`src/rtl/flash_tcm_pkg.sv`:
```
// Shared types and timing defaults for the CFI flash tri-state conduit controller.
package flash_tcm_pkg;

   typedef enum logic [2:0] {
      ST_IDLE  = 3'd0,
      ST_SETUP = 3'd1,
      ST_WAIT  = 3'd2,
      ST_HOLD  = 3'd3,
      ST_TURN  = 3'd4
   } tcm_state_t;

   localparam int DEF_ADDR_W       = 22;
   localparam int DEF_DATA_W       = 8;
   localparam int DEF_SETUP_CYCLES = 2;
   localparam int DEF_WAIT_CYCLES  = 7;
   localparam int DEF_HOLD_CYCLES  = 2;
   localparam int DEF_TURN_CYCLES  = 2;

   // Bits needed to hold the largest phase length; never below one bit.
   function automatic int cnt_width(input int s, input int w, input int h, input int t);
      int m;
      m = s;
      if (w > m) m = w;
      if (h > m) m = h;
      if (t > m) m = t;
      return ($clog2(m + 1) < 1) ? 1 : $clog2(m + 1);
   endfunction

endpackage

```
`src/rtl/flash_tcm_phase_counter.sv`:
```
// Down-counter that times one bus phase; reloads on load, never wraps below zero.
module flash_tcm_phase_counter
   import flash_tcm_pkg::*;
#(
   parameter int CW = 3
) (
   input  logic          clk,
   input  logic          rst,
   input  logic          load,
   input  logic [CW-1:0] load_val,
   input  logic          dec,
   output logic          zero
);

   logic [CW-1:0] cnt;

   always_ff @(posedge clk or posedge rst) begin
      if (rst)
         cnt <= '0;
      else if (load)
         cnt <= load_val;
      else if (dec && (cnt != '0))
         cnt <= cnt - 1'b1;
   end

   assign zero = (cnt == '0);

endmodule

```
`src/rtl/flash_tcm_controller.sv`:
```
// Avalon-MM slave that sequences single-word CFI flash accesses through
// setup / strobe / hold / turnaround phases on a tri-state conduit.
module flash_tcm_controller
   import flash_tcm_pkg::*;
#(
   parameter int ADDR_W       = DEF_ADDR_W,
   parameter int DATA_W       = DEF_DATA_W,
   parameter int SETUP_CYCLES = DEF_SETUP_CYCLES,
   parameter int WAIT_CYCLES  = DEF_WAIT_CYCLES,
   parameter int HOLD_CYCLES  = DEF_HOLD_CYCLES,
   parameter int TURN_CYCLES  = DEF_TURN_CYCLES
) (
   input  logic              clk,
   input  logic              reset,
   input  logic [ADDR_W-1:0] avs_address,
   input  logic              avs_read,
   input  logic              avs_write,
   input  logic [DATA_W-1:0] avs_writedata,
   output logic              avs_waitrequest,
   output logic [DATA_W-1:0] avs_readdata,
   output logic              avs_readdatavalid,
   output logic [ADDR_W-1:0] tcm_address_out,
   output logic              tcm_read_n_out,
   output logic              tcm_write_n_out,
   output logic              tcm_chipselect_n_out,
   output logic [DATA_W-1:0] tcm_data_out,
   output logic              tcm_data_outen,
   input  logic [DATA_W-1:0] tcm_data_in
);

   localparam int CW   = cnt_width(SETUP_CYCLES, WAIT_CYCLES, HOLD_CYCLES, TURN_CYCLES);
   localparam int T_LD = (TURN_CYCLES > 0) ? TURN_CYCLES - 1 : 0;

   localparam logic [CW-1:0] SETUP_LD = CW'(SETUP_CYCLES - 1);
   localparam logic [CW-1:0] WAIT_LD  = CW'(WAIT_CYCLES - 1);
   localparam logic [CW-1:0] HOLD_LD  = CW'(HOLD_CYCLES - 1);
   localparam logic [CW-1:0] TURN_LD  = CW'(T_LD);

   tcm_state_t    state, state_nxt;
   logic          is_read, rd_nxt;
   logic          accept;
   logic          cnt_load, cnt_zero, cnt_dec;
   logic [CW-1:0] cnt_load_val;
   logic          bus_nxt;

   flash_tcm_phase_counter #(.CW(CW)) u_phase_cnt (
      .clk      (clk),
      .rst      (reset),
      .load     (cnt_load),
      .load_val (cnt_load_val),
      .dec      (cnt_dec),
      .zero     (cnt_zero)
   );

   assign cnt_dec = (state != ST_IDLE);

   always_comb begin
      state_nxt    = state;
      cnt_load     = 1'b0;
      cnt_load_val = '0;
      accept       = 1'b0;
      case (state)
         ST_IDLE: begin
            if (avs_read || avs_write) begin
               state_nxt    = ST_SETUP;
               cnt_load     = 1'b1;
               cnt_load_val = SETUP_LD;
               accept       = 1'b1;
            end
         end
         ST_SETUP: begin
            if (cnt_zero) begin
               state_nxt    = ST_WAIT;
               cnt_load     = 1'b1;
               cnt_load_val = WAIT_LD;
            end
         end
         ST_WAIT: begin
            if (cnt_zero) begin
               state_nxt    = ST_HOLD;
               cnt_load     = 1'b1;
               cnt_load_val = HOLD_LD;
            end
         end
         ST_HOLD: begin
            if (cnt_zero) begin
               if (is_read && (TURN_CYCLES > 0)) begin
                  state_nxt    = ST_TURN;
                  cnt_load     = 1'b1;
                  cnt_load_val = TURN_LD;
               end else begin
                  state_nxt = ST_IDLE;
               end
            end
         end
         ST_TURN: begin
            if (cnt_zero) state_nxt = ST_IDLE;
         end
         default: state_nxt = ST_IDLE;
      endcase
   end

   // A simultaneous read and write is treated as a read.
   assign rd_nxt  = accept ? avs_read : is_read;
   assign bus_nxt = (state_nxt == ST_SETUP) || (state_nxt == ST_WAIT) || (state_nxt == ST_HOLD);

   always_ff @(posedge clk or posedge reset) begin
      if (reset) begin
         state   <= ST_IDLE;
         is_read <= 1'b0;
      end else begin
         state <= state_nxt;
         if (accept) is_read <= avs_read;
      end
   end

   // Pin outputs are registered from the next-state decode so they line up with the state.
   always_ff @(posedge clk or posedge reset) begin
      if (reset) begin
         tcm_chipselect_n_out <= 1'b1;
         tcm_read_n_out       <= 1'b1;
         tcm_write_n_out      <= 1'b1;
         tcm_data_outen       <= 1'b0;
         tcm_address_out      <= '0;
         tcm_data_out         <= '0;
         avs_readdata         <= '0;
         avs_readdatavalid    <= 1'b0;
      end else begin
         tcm_chipselect_n_out <= !bus_nxt;
         tcm_read_n_out       <= !((state_nxt == ST_WAIT) && rd_nxt);
         tcm_write_n_out      <= !((state_nxt == ST_WAIT) && !rd_nxt);
         tcm_data_outen       <= bus_nxt && !rd_nxt;
         if (accept) begin
            tcm_address_out <= avs_address;
            tcm_data_out    <= avs_writedata;
         end
         avs_readdatavalid <= (state == ST_WAIT) && cnt_zero && is_read;
         if ((state == ST_WAIT) && cnt_zero && is_read)
            avs_readdata <= tcm_data_in;
      end
   end

   assign avs_waitrequest = reset || (state != ST_IDLE);

endmodule

```
`config.mk`:
```
export PLATFORM = sky130hd
export DESIGN_NAME = flash_tcm_controller
export DESIGN_NICKNAME = d
export VERILOG_FILES = /design/src/rtl/flash_tcm_pkg.sv /design/src/rtl/flash_tcm_phase_counter.sv /design/src/rtl/flash_tcm_controller.sv
export SDC_FILE = /design/constraint.sdc
export NUM_CORES = 1
export LEC_CHECK = 0
export ABC_AREA = 1
export CORE_MARGIN = 2
export CORE_UTILIZATION = 48
export CTS_CLUSTER_DIAMETER = 80
export CTS_CLUSTER_SIZE = 30
export DETAILED_ROUTE_END_ITERATION = 16
export GPL_ROUTABILITY_DRIVEN = 0
export GPL_TIMING_DRIVEN = 0
export PLACE_DENSITY = 0.84
export SLEW_MARGIN = 20
export SYNTH_ARGS = -nofsm -noshare
export SYNTH_HDL_FRONTEND = slang
export SYNTH_HIERARCHICAL = 1
export SYNTH_SLANG_ARGS = --single-unit
```
`constraint.sdc`:
```
create_clock -name clk -period 3.9 [get_ports clk]
set_input_delay 0.585 -clock clk [delete_from_list [all_inputs] [get_ports clk]]
set_output_delay 0.585 -clock clk [all_outputs]
set_load 0.03 [all_outputs]
```
==> flow_results.xml <==
<?xml version="1.0" encoding="UTF-8"?>
<metrics>
  <group name="floorplanning">
    <metric name="floorplan.initialDensity" unit="%">50.2</metric>
    <metric name="floorplan.core_area" unit="um^2">4790</metric>
    <metric name="die_width" unit="um">74.7</metric>
    <metric name="number_of_cell_rows" unit="">25</metric>
    <metric name="floorplan.io_pins" unit="">86</metric>
    <metric name="dieHeight" unit="um">74.7</metric>
    <metric name="die_area" unit="um^2">5590</metric>
  </group>
  <group name="sta">
    <metric name="max_slew.worst_pin.slew" unit="ps">356</metric>
    <metric name="finalSetupViolCount" unit="">0</metric>
    <metric name="report.final.slew_viol_count" unit="">0</metric>
    <metric name="final.setup_skew" unit="ps">3.62</metric>
    <metric name="timing.final.crit_period" unit="ps">2820</metric>
    <metric name="timing.setup.tns" unit="ps">0</metric>
    <metric name="maxClockFrequency" unit="MHz">354</metric>
    <metric name="timing.slew.headroom" unit="%">76.2</metric>
    <metric name="fraction_of_the_cycle_the_final_worst_path_needs" unit="%">72.3</metric>
    <metric name="finalHoldViolations" unit="">0</metric>
    <metric name="grt_setup_unrepaired" unit="">no</metric>
  </group>
  <group name="final_layout">
    <metric name="drive_above_1_share" unit="%">24.9</metric>
    <metric name="antenna-diode-count" unit="">0</metric>
    <metric name="nets" unit="">384</metric>
    <metric name="finish.cell_count_without_fillers" unit="">408</metric>
    <metric name="layout-area-overhead-vs-synth" unit="%">43.7</metric>
    <metric name="fillCellCount" unit="">386</metric>
    <metric name="final_design_area_no_fill" unit="um^2">3450</metric>
    <metric name="layout.cells.most_common_list" unit="">sky130_fd_sc_hd__nand2_1 (85), sky130_fd_sc_hd__clkdlybuf4s50_1 (85), sky130_fd_sc_hd__dfrtp_1 (47), sky130_fd_sc_hd__nand3_2 (27), sky130_fd_sc_hd__nand2_2 (22)</metric>
  </group>
  <group name="logic_synthesis">
    <metric name="syn_avg_cell_area" unit="um^2">9.73</metric>
    <metric name="synth_cell_types" unit="">25</metric>
    <metric name="seq_cells_post_synth" unit="">50</metric>
    <metric name="yosys.area.top_type_share" unit="%">49.0</metric>
    <metric name="yosys_warnings" unit="">6</metric>
    <metric name="netlist_area" unit="um^2">2400</metric>
    <metric name="synth_seq_area_share" unit="%">52.2</metric>
    <metric name="syn-num-nets" unit="">291</metric>
    <metric name="synthTopCellsByArea" unit="">sky130_fd_sc_hd__dfrtp_1 (49%), sky130_fd_sc_hd__nand2_1 (13%), sky130_fd_sc_hd__nand3_2 (11%), sky130_fd_sc_hd__nand2_2 (5.7%), sky130_fd_sc_hd__dfstp_2 (3.3%)</metric>
    <metric name="synthCells" unit="">247</metric>
    <metric name="synth.largest_area_cell" unit="">sky130_fd_sc_hd__dfrtp_1</metric>
  </group>
  <group name="worst_setup_path">
    <metric name="timing.setup.critical_path_class" unit="">in -&gt; out</metric>
    <metric name="slowest_stage" unit="">sky130_fd_sc_hd__clkdlybuf4s50_1</metric>
    <metric name="crit_required" unit="ps">3310</metric>
    <metric name="arrival" unit="ps">2240</metric>
    <metric name="crit_chain" unit="">clkdlybuf4s50_1, inv_2, buf_12, nand2_1, clkdlybuf4s50_1</metric>
    <metric name="cp.depth" unit="">5</metric>
    <metric name="critPathMostFrequentCell" unit="">sky130_fd_sc_hd__clkdlybuf4s50_1</metric>
    <metric name="crit_family" unit="">buffers and inverters</metric>
    <metric name="cp_max_fo" unit="">35</metric>
    <metric name="cp_slowest_stage_delay" unit="ps">590</metric>
    <metric name="buffer_and_inverter_count_on_the_worst_path" unit="">4</metric>
    <metric name="crit_path_start_kind" unit="">input pin</metric>
    <metric name="r2r_cells" unit="">13</metric>
    <metric name="endpoint_kind" unit="">primary output</metric>
  </group>
  <group name="cts">
    <metric name="clockRootBuffer" unit="">sky130_fd_sc_hd__clkbuf_8</metric>
    <metric name="clock_path_buffers" unit="">2</metric>
    <metric name="worstSkewPairLatency" unit="ps">300</metric>
    <metric name="cts.hold.buffers_added" unit="">0</metric>
    <metric name="tritoncts_num_sinks" unit="">50</metric>
    <metric name="htree_num_levels" unit="">2</metric>
    <metric name="cts_buffers" unit="">5</metric>
    <metric name="post_cts_buffers" unit="">0</metric>
    <metric name="resized_gates_after_cts" unit="">0</metric>
    <metric name="tritoncts_clock_tree" unit="">done</metric>
    <metric name="cts.reportedPaths.clkPinSlew" unit="ps">90</metric>
  </group>
  <group name="placement">
    <metric name="detailedPlacementHpwl" unit="mm">4.03</metric>
    <metric name="placed_cells" unit="">400</metric>
    <metric name="postPlaceCellArea" unit="um^2">3360</metric>
    <metric name="io_buffer_count" unit="">85</metric>
  </group>
  <group name="drt">
    <metric name="drt-initial-drc-count" unit="">82</metric>
    <metric name="wl_per_cell" unit="um">12.9</metric>
    <metric name="via_per_inst" unit="">4.77</metric>
    <metric name="postRouteWirelength" unit="mm">5.25</metric>
    <metric name="ant_nets" unit="">0</metric>
    <metric name="drcViolationCount" unit="">0</metric>
    <metric name="dr_total_vias" unit="">1948</metric>
    <metric name="drt-pass1-iter-count" unit="">4</metric>
  </group>
  <group name="grt">
    <metric name="grt_pass1_wl" unit="mm">8.42</metric>
    <metric name="grt_overflow_total" unit="">0</metric>
    <metric name="grtUsageTotal" unit="%">19.9</metric>
    <metric name="grt_max_degree" unit="">36</metric>
    <metric name="grt_pass1_vias" unit="">1873</metric>
    <metric name="antenna_found_initial" unit="">0</metric>
  </group>
  <group name="power">
    <metric name="p_per_area" unit="nW/um^2">885</metric>
    <metric name="power.static_leakage" unit="uW">0.00164</metric>
    <metric name="power.ir.vdd_worst" unit="uV">502</metric>
    <metric name="p_total" unit="uW">3060</metric>
  </group>
  <group name="run">
    <metric name="cap_viol_max_count" unit="">0</metric>
  </group>
  <group name="hold_path">
    <metric name="min-delay-path-class" unit="">in -&gt; async</metric>
  </group>
  <group name="outcome">
    <metric name="status" unit="">complete, no violations</metric>
  </group>
</metrics>
-- layout make-up --
class / instances / area [um^2] / area share (%)
Buffer: 10 / 123 / 3.55
Clock buffer: 6 / 82.6 / 2.39
Clock inverter: 2 / 12.5 / 0.362
Timing Repair Buffer: 86 / 871 / 25.2
Multi-Input combinational cell: 170 / 951 / 27.5
Tap cell: 67 / 83.8 / 2.43
Inverter: 17 / 73.8 / 2.14
Sequential cell: 50 / 1250 / 36.4
-- state kept, by name, summed over array words and instances (netlist names) --
name and flops:
tcm_chipselect_n_out 1, tcm_read_n_out 1, avs_readdatavalid 1, u_phase_cnt/cnt 3, tcm_data_outen 1, tcm_address_out 22
avs_readdata 8, tcm_write_n_out 1, state 3, is_read 1, tcm_data_out 8
-- report_power, final --
part | switching [uW] | leakage, uW | internal (uW)
registers | 146 | 0.000604 | 773
logic | 1080 | 0.000984 | 752
clock network | 167 | 0.0000472 | 143
-- layer usage --
metal  share of wire (%)  GRT usage, %  up-vias
met5                   0             0        -
met4                 2.2          7.14        0
met3                 6.1          5.89       10
met2                  49          32.6       67
met1                  42          25.2      910
li1                    -             -      961
-- worst paths after layout --
| kind | startpoint | end | slack [ps] |
|---|---|---|---|
| min reg2reg | tcm_address_out[21] | tcm_address_out[21] | 480 |
| min in group clk | tcm_address_out[21] | tcm_address_out[21] | 480 |
| max | reset | avs_waitrequest | 1080 |
| max reg2reg | u_phase_cnt/cnt[0] | u_phase_cnt/cnt[0] | 2000 |
| min | reset | u_phase_cnt/cnt[2] | 480 |
| max in group asynchronous | reset | tcm_chipselect_n_out | 2780 |
-- cells in the mapped netlist --
| cell type | count |
|---|---|
| sky130_fd_sc_hd__nor2_4 | 1 |
| sky130_fd_sc_hd__nor2_1 | 8 |
| sky130_fd_sc_hd__nand2_4 | 2 |
| sky130_fd_sc_hd__o21ai_0 | 3 |
| sky130_fd_sc_hd__buf_6 | 4 |
| sky130_fd_sc_hd__inv_6 | 1 |
| sky130_fd_sc_hd__inv_1 | 11 |
| sky130_fd_sc_hd__a21oi_1 | 2 |
| sky130_fd_sc_hd__dfstp_2 | 3 |
| sky130_fd_sc_hd__dfrtp_1 | 47 |
| sky130_fd_sc_hd__buf_2 | 2 |
| sky130_fd_sc_hd__nand3_2 | 27 |
| sky130_fd_sc_hd__buf_12 | 3 |
| sky130_fd_sc_hd__buf_4 | 1 |
| sky130_fd_sc_hd__inv_2 | 4 |
| sky130_fd_sc_hd__nand2_2 | 22 |
| sky130_fd_sc_hd__nand4_1 | 1 |
| sky130_fd_sc_hd__nand3_1 | 12 |
| sky130_fd_sc_hd__nand3_4 | 1 |
| sky130_fd_sc_hd__ha_1 | 2 |
| sky130_fd_sc_hd__clkinv_4 | 1 |
| sky130_fd_sc_hd__nor2_2 | 2 |
| sky130_fd_sc_hd__o21ai_2 | 1 |
| sky130_fd_sc_hd__nand2_1 | 85 |
| sky130_fd_sc_hd__o21ai_1 | 1 |
-- cells by family after synthesis --
logic type | Yosys count | synth area share [%]
and+or+nand+nor | 161 | 36.9
buffers and inverters | 27 | 8.18
AOI/OAI and AO/OA | 7 | 1.61
adders and majority gates | 2 | 1.04
DFF | 50 | 52.2
-- through the flow --
stage / worst slack, ps / utilization (%) / hold WS, ps
final: 1080 / 72.1 / 482
after global routing: 942 / 72.1 / 505
after CTS: 1040 / 72.1 / 487
after detailed placement: 1040 / 70.1 / 464
after global placement: 118 / 69.7 / 461
after floorplan: 1270 / - / 339
Note: power is estimated with default switching activity, not from simulation.
